$ cat src/rtl/lifo_param_pkg.sv
`default_nettype none
// ============================================================================
// Module      : lifo_param_pkg
// Description : Shared definitions for the parametrised LIFO. It provides the
//               clog2 helpers that size the count and address buses, and the
//               operation encoding built from {wn, rn}.
// Ports       : none (package)
// Revision    : 1.0 - initial release
// ============================================================================
package lifo_param_pkg;

  // Encoding of {wn, rn}. The bit order matches the request pins directly.
  localparam logic [1:0] OP_IDLE = 2'b00;
  localparam logic [1:0] OP_POP  = 2'b01;
  localparam logic [1:0] OP_PUSH = 2'b10;
  localparam logic [1:0] OP_REPL = 2'b11;

  // ceil(log2(value)). The result is 0 for value <= 1.
  function automatic int lifo_clog2(input int value);
    int r;
    int v;
    r = 0;
    v = value - 1;
    while (v > 0) begin
      r = r + 1;
      v = v >> 1;
    end
    return r;
  endfunction

  // Width of a counter that has to represent 0..depth inclusive.
  function automatic int lifo_cw(input int depth);
    return lifo_clog2(depth + 1);
  endfunction

endpackage
`default_nettype wire

$ cat src/rtl/lifo_param_mem.sv
`default_nettype none
// ============================================================================
// Module      : lifo_param_mem
// Description : WIDTH x DEPTH register array with one synchronous write port
//               and one asynchronous read port. The contents are not reset.
// Ports       : clk   - rising-edge clock
//               we    - write enable
//               waddr - write address
//               wdata - write data
//               raddr - read address (combinational read)
//               rdata - read data
// Revision    : 1.0 - initial release
// ============================================================================
module lifo_param_mem
  import lifo_param_pkg::*;
#(
  parameter int WIDTH = 8,
  parameter int DEPTH = 8
) (
  input  logic                           clk,
  input  logic                           we,
  input  logic [lifo_clog2(DEPTH)-1:0]   waddr,
  input  logic [WIDTH-1:0]               wdata,
  input  logic [lifo_clog2(DEPTH)-1:0]   raddr,
  output logic [WIDTH-1:0]               rdata
);

  logic [WIDTH-1:0] r_mem [DEPTH];

  // The controller asserts we only with waddr < DEPTH. This keeps every write
  // in range when DEPTH is not a power of two.
  always_ff @(posedge clk) begin
    if (we) begin
      r_mem[waddr] <= wdata;
    end
  end

  assign rdata = r_mem[raddr];

endmodule
`default_nettype wire

$ cat src/rtl/lifo_param.sv
`default_nettype none
// ============================================================================
// Module      : lifo_param
// Description : Parametrised synchronous LIFO stack. It provides an occupancy
//               count, an almost-full flag, replace-top and pass-through on a
//               simultaneous push/pop, a synchronous flush, and sticky
//               overflow/underflow flags.
// Ports       : clk, rst      - clock, async active-high reset
//               in, wn, rn    - push data, push request, pop request
//               flush         - synchronous clear of the stack
//               err_clr       - synchronous clear of the sticky error flags
//               out,out_valid - registered pop data, one-cycle update pulse
//               full, empty, almost_full, count - occupancy status
//               overflow, underflow - sticky error flags
// Revision    : 1.0 - initial release
// ============================================================================
module lifo_param
  import lifo_param_pkg::*;
#(
  parameter int WIDTH     = 8,
  parameter int DEPTH     = 8,
  parameter int AF_THRESH = DEPTH - 1
) (
  input  logic                        clk,
  input  logic                        rst,
  input  logic [WIDTH-1:0]            in,
  input  logic                        wn,
  input  logic                        rn,
  input  logic                        flush,
  input  logic                        err_clr,
  output logic [WIDTH-1:0]            out,
  output logic                        out_valid,
  output logic                        full,
  output logic                        empty,
  output logic                        almost_full,
  output logic [lifo_cw(DEPTH)-1:0]   count,
  output logic                        overflow,
  output logic                        underflow
);

  localparam int CW = lifo_cw(DEPTH);
  localparam int AW = lifo_clog2(DEPTH);

  localparam logic [CW-1:0] c_one   = CW'(1);
  localparam logic [CW-1:0] c_depth = CW'(DEPTH);
  localparam logic [CW-1:0] c_af    = CW'(AF_THRESH);

  logic [CW-1:0]    r_count;
  logic [WIDTH-1:0] r_out;
  logic             r_out_valid;
  logic             r_ovf;
  logic             r_unf;

  logic [1:0]       w_op;
  logic             w_full;
  logic             w_empty;
  logic [AW-1:0]    w_top_addr;
  logic [AW-1:0]    w_push_addr;
  logic [WIDTH-1:0] w_rdata;

  logic [CW-1:0]    w_count_nxt;
  logic [WIDTH-1:0] w_out_nxt;
  logic             w_valid_nxt;
  logic             w_ovf_set;
  logic             w_unf_set;
  logic             w_we;
  logic [AW-1:0]    w_waddr;

  assign w_op    = {wn, rn};
  assign w_full  = (r_count == c_depth);
  assign w_empty = (r_count == '0);

  // The top of the stack is mem[count-1]. When count is 0 this address wraps,
  // but nothing reads it while the stack is empty. The next free slot is
  // mem[count], and it is only written while the stack is not full.
  assign w_top_addr  = AW'(r_count - c_one);
  assign w_push_addr = AW'(r_count);

  lifo_param_mem #(
    .WIDTH (WIDTH),
    .DEPTH (DEPTH)
  ) u_mem (
    .clk   (clk),
    .we    (w_we),
    .waddr (w_waddr),
    .wdata (in),
    .raddr (w_top_addr),
    .rdata (w_rdata)
  );

  always_comb begin
    w_count_nxt = r_count;
    w_out_nxt   = r_out;
    w_valid_nxt = 1'b0;
    w_ovf_set   = 1'b0;
    w_unf_set   = 1'b0;
    w_we        = 1'b0;
    w_waddr     = w_push_addr;
    if (flush) begin
      w_count_nxt = '0;
    end else begin
      case (w_op)
        OP_PUSH: begin
          if (w_full) begin
            w_ovf_set = 1'b1;
          end else begin
            w_we        = 1'b1;
            w_count_nxt = r_count + c_one;
          end
        end
        OP_POP: begin
          if (w_empty) begin
            w_unf_set = 1'b1;
          end else begin
            w_out_nxt   = w_rdata;
            w_valid_nxt = 1'b1;
            w_count_nxt = r_count - c_one;
          end
        end
        OP_REPL: begin
          w_valid_nxt = 1'b1;
          if (w_empty) begin
            // Nothing is stored, so the pushed word goes straight out.
            w_out_nxt = in;
          end else begin
            // The old top leaves through out. The new word takes its slot,
            // so count stays the same even when the stack is full.
            w_out_nxt = w_rdata;
            w_we      = 1'b1;
            w_waddr   = w_top_addr;
          end
        end
        default: begin
        end
      endcase
    end
  end

  always_ff @(posedge clk or posedge rst) begin
    if (rst) begin
      r_count     <= '0;
      r_out       <= '0;
      r_out_valid <= 1'b0;
    end else begin
      r_count     <= w_count_nxt;
      r_out       <= w_out_nxt;
      r_out_valid <= w_valid_nxt;
    end
  end

  // A new error on the same edge as err_clr keeps its flag set.
  always_ff @(posedge clk or posedge rst) begin
    if (rst) begin
      r_ovf <= 1'b0;
      r_unf <= 1'b0;
    end else begin
      if (w_ovf_set) begin
        r_ovf <= 1'b1;
      end else if (err_clr) begin
        r_ovf <= 1'b0;
      end
      if (w_unf_set) begin
        r_unf <= 1'b1;
      end else if (err_clr) begin
        r_unf <= 1'b0;
      end
    end
  end

  assign count       = r_count;
  assign out         = r_out;
  assign out_valid   = r_out_valid;
  assign full        = w_full;
  assign empty       = w_empty;
  assign almost_full = (r_count >= c_af);
  assign overflow    = r_ovf;
  assign underflow   = r_unf;

endmodule
`default_nettype wire

$ cat config.mk
export PLATFORM = sky130hd
export DESIGN_NAME = lifo_param
export DESIGN_NICKNAME = d
export VERILOG_FILES = /design/src/rtl/lifo_param_pkg.sv /design/src/rtl/lifo_param_mem.sv /design/src/rtl/lifo_param.sv
export SDC_FILE = /design/constraint.sdc
export NUM_CORES = 1
export LEC_CHECK = 0
export ABC_CLOCK_PERIOD_IN_PS = 4100
export BUFFER_PORTS_ARGS = -buffer_cell sky130_fd_sc_hd__buf_4
export CAP_MARGIN = 10
export CORE_MARGIN = 2
export CORE_UTILIZATION = 45
export CTS_CLUSTER_DIAMETER = 150
export DETAILED_ROUTE_END_ITERATION = 6
export SYNTH_ARGS = -nofsm -noshare
export SYNTH_HDL_FRONTEND = slang
export SYNTH_SLANG_ARGS = --single-unit
$ cat constraint.sdc
create_clock -name clk -period 4.1 [get_ports clk]
set_input_delay 0.205 -clock clk [delete_from_list [all_inputs] [get_ports clk]]
set_output_delay 0.205 -clock clk [all_outputs]
set_load 0.02 [all_outputs]
==> summary.txt <==
Timing
  – RSZ-0062 raised after global routing: false
  – Worst relative slew slack: 0.521
  – Final hold viol count: 0
  – Setup TNS: 0 ns
  – Worst Tran Pin Value: between 0.7 and 0.8 ns
  – Final setup fails: 0
  – Max Fclk: approximately 0.33 GHz
  – Final worst-path cycle share: 0.743
  – Worst hold slack: about 0.043 ns
  – Clock Skew: ~0.014 ns
  – Max Slew Vio Count: 0
  – Final min period: about 3.0 ns
  – Final setup margin: ~1.1 ns

CTS
  – Clk buf depth: 2
  – H-tree level count: 3
  – Post_cts resized: 0
  – # clock sinks: 79
  – Worst-Skew Late Latency: approximately 0.35 ns
  – CTS root buffer: clkbuf_8
  – CTS buffer count: 9
  – Clock slew at reported path FFs: approximately 0.090 ns
  – CTS tree: done

Synthesis
  – Total number of yosys warnings: 0
  – Synth cell count leaders: edfxtp_1 (64), mux2i_1 (35), dfrtp_1 (15)
  – Yosys top cell by area: edfxtp_1
  – Cells after Synth: approximately 230
  – Mean post-synth cell area: ~15 sq um
  – Mapped cell area: around 0.0035 sq mm
  – Asr flop ratio synth: 0.190
  – #FFs+latches synth: slightly below 80
  – Sequential area share after synthesis: 0.654
  – Unique cell type count in the Yosys netlist: roughly 40
  – Most area-consuming cells after synthesis: edfxtp_1 (55%), dfrtp_1 (11%), mux2i_1 (10%)
  – Synth top area share: 0.547
  – Most frequent cell after synthesis: edfxtp_1
  – Number of synthesized flops with an enable pin: 64
  – Mapped Nets: around 250
  – Main flop type after synthesis: edfxtp_1

Critical path
  – Setup slack, reg-to-reg: about 1.1 ns
  – R2R Path End: out[5]
  – Worst setup path category: reg -> reg
  – Crit path DAT: about 3.3 ns
  – Reg2reg start: count[0]
  – Startpoint types: flip-flop
  – Worst r2r path cells: 7
  – Critical Path End Type: flip-flop
  – Crit-path max FO: 20
  – Required time of the critical path: 4.34 ns

Global routing
  – Total Routing Usage GR: 0.173
  – GRT overflow: 0
  – Vias in the first global route: about 1900
  – Largest net degree at the start of global routing: 21
  – First-pass GRT wire length: around 11 mm
  – Initial antenna violation count: 0

Detailed routing
  – # DRC: 0
  – Vias/cell: about 5.3
  – Via count of the routed design: about 2000
  – Total wire length: 6.77 mm
  – Remaining antenna violation count: 0
  – Pre-Repair DR Iteration Count: 4
  – DR WL/cell: 18.0 microns
  – DR iter-0 viols: between 90 and 100

Place
  – Input/output buffers: 31
  – Placed instance area: roughly 0.0038 sq mm
  – GPL Wtd Cong: about 0.79
  – Dpl hpwl: ~4.3 mm
  – Placed Cells: about 360
  – Placement Setup Slack: 1.03 ns

Floorplan
  – Core Box Area: 0.00765 sq mm
  – Starting Density: 0.459
  – Site Rows: 32
  – Die H: roughly 92 microns
  – Die X: 92.3 microns
  – Die area: between 0.008 and 0.009 sq mm
  – Ports: 32

Flow run
  – # Max-Cap Violations: 0

Final layout
  – Fin nets: between 200 and 300
  – Area grow syn2layout: 15.6%
  – Cell Count, Final, Fillers Out: roughly 380
  – Layout cell share with drive strength beyond 1: 0.245
  – ANT cells: 0
  – Final Cell Area: roughly 0.004 sq mm
  – Util after Layout: 0.531

Pwr
  – Tot Pwr: around 2.1 mW
  – Leak: approximately 1.5 nW
  – PD cells: slightly above 500 mW/mm^2
  – Peak supply drop: roughly 240 uV

Hold path
  – WHS Endpoint: underflow
  – HP Start: err_clr
  – Worst Hold Depth: 2
  – Worst Hold Class: in -> reg

Outcome
  – Status: complete, no violations
==> sequential cells by signal, summed over array words and instances, names as in the netlist <==
register	cells
out_valid	1
underflow	1
overflow	1
count	4
out	8
u_mem.r_mem	64
==> area by class of cell <==
cell class | instances | area [sq um]
clock buffers | 9 | 124
repair buffers | 39 | 295
fillers | 655 | 3590
well taps | 102 | 128
flip-flops and latches | 79 | 2300
clock inverters | 7 | 78.8
multi-input cells | 133 | 1110
inverters | 7 | 26.3
==> placed cells by master (no fill, tap or decap), types with 5 or more instances in the layout <==
cell type	instances
edfxtp_1	64
buf_4	38
mux2i_1	35
clkbuf_8	9
o31ai_1	8
dfrtp_1	15
nor2_1	11
inv_1	5
nand2_1	9
mux4_2	8
and3_1	5
and2_1	8
==> repair_timing <==
action	in CTS	in global routing
endpoints found under the setup margin	0	0
hold buffers	1	0
endpoints found under the hold margin	15	0
setup buffers	0	0
==> per-layer routing <==
metal / global-route usage / wire [microns]
met1: 0.239 / 3170
met4: 0.0734 / 101
met5: 0 / 0
met3: 0.0439 / 303
met2: 0.261 / 3190
==> worst max-delay path, cell delays in order (launching register included) <==
cell and delay (ns):
dfrtp_1 0.56, inv_2 0.24, ha_2 0.69, buf_4 0.43, mux2i_1 0.13, mux4_2 0.47, and2_1 0.16, o31ai_1 0.24
==> power breakdown <==
part / leakage [nW] / internal (mW) / switching, mW
clock network: 0.0998 / 0.289 / 0.303
logic: 0.677 / 0.257 / 0.290
registers: 0.770 / 0.925 / 0.0361
total: 1.55 / 1.47 / 0.628
==> worst max-delay path by stage <==
stage / startpoint / endpoint / slack [ns] / cells after the start
floorplan: count[0] / u_mem.r_mem[6][0] / 1.02 / 7
global placement: count[0] / out[1] / 1.10 / 7
detailed placement: count[0] / out[0] / 1.03 / 7
CTS: count[0] / out[0] / 1.02 / 7
global route: count[0] / out[5] / 0.82 / 7
finish: count[0] / out[5] / 1.05 / 7
==> cell families after synthesis <==
logic type / count (synthesis) / share of synthesized area
compound gates: 26 / 0.0517
fa+ha+maj: 3 / 0.0107
mux: 45 / 0.157
simple gates: 55 / 0.0855
xor+xnor: 4 / 0.00998
buf+inv: 19 / 0.0306
flops: 79 / 0.654
(Power assumes the default switching activity.)
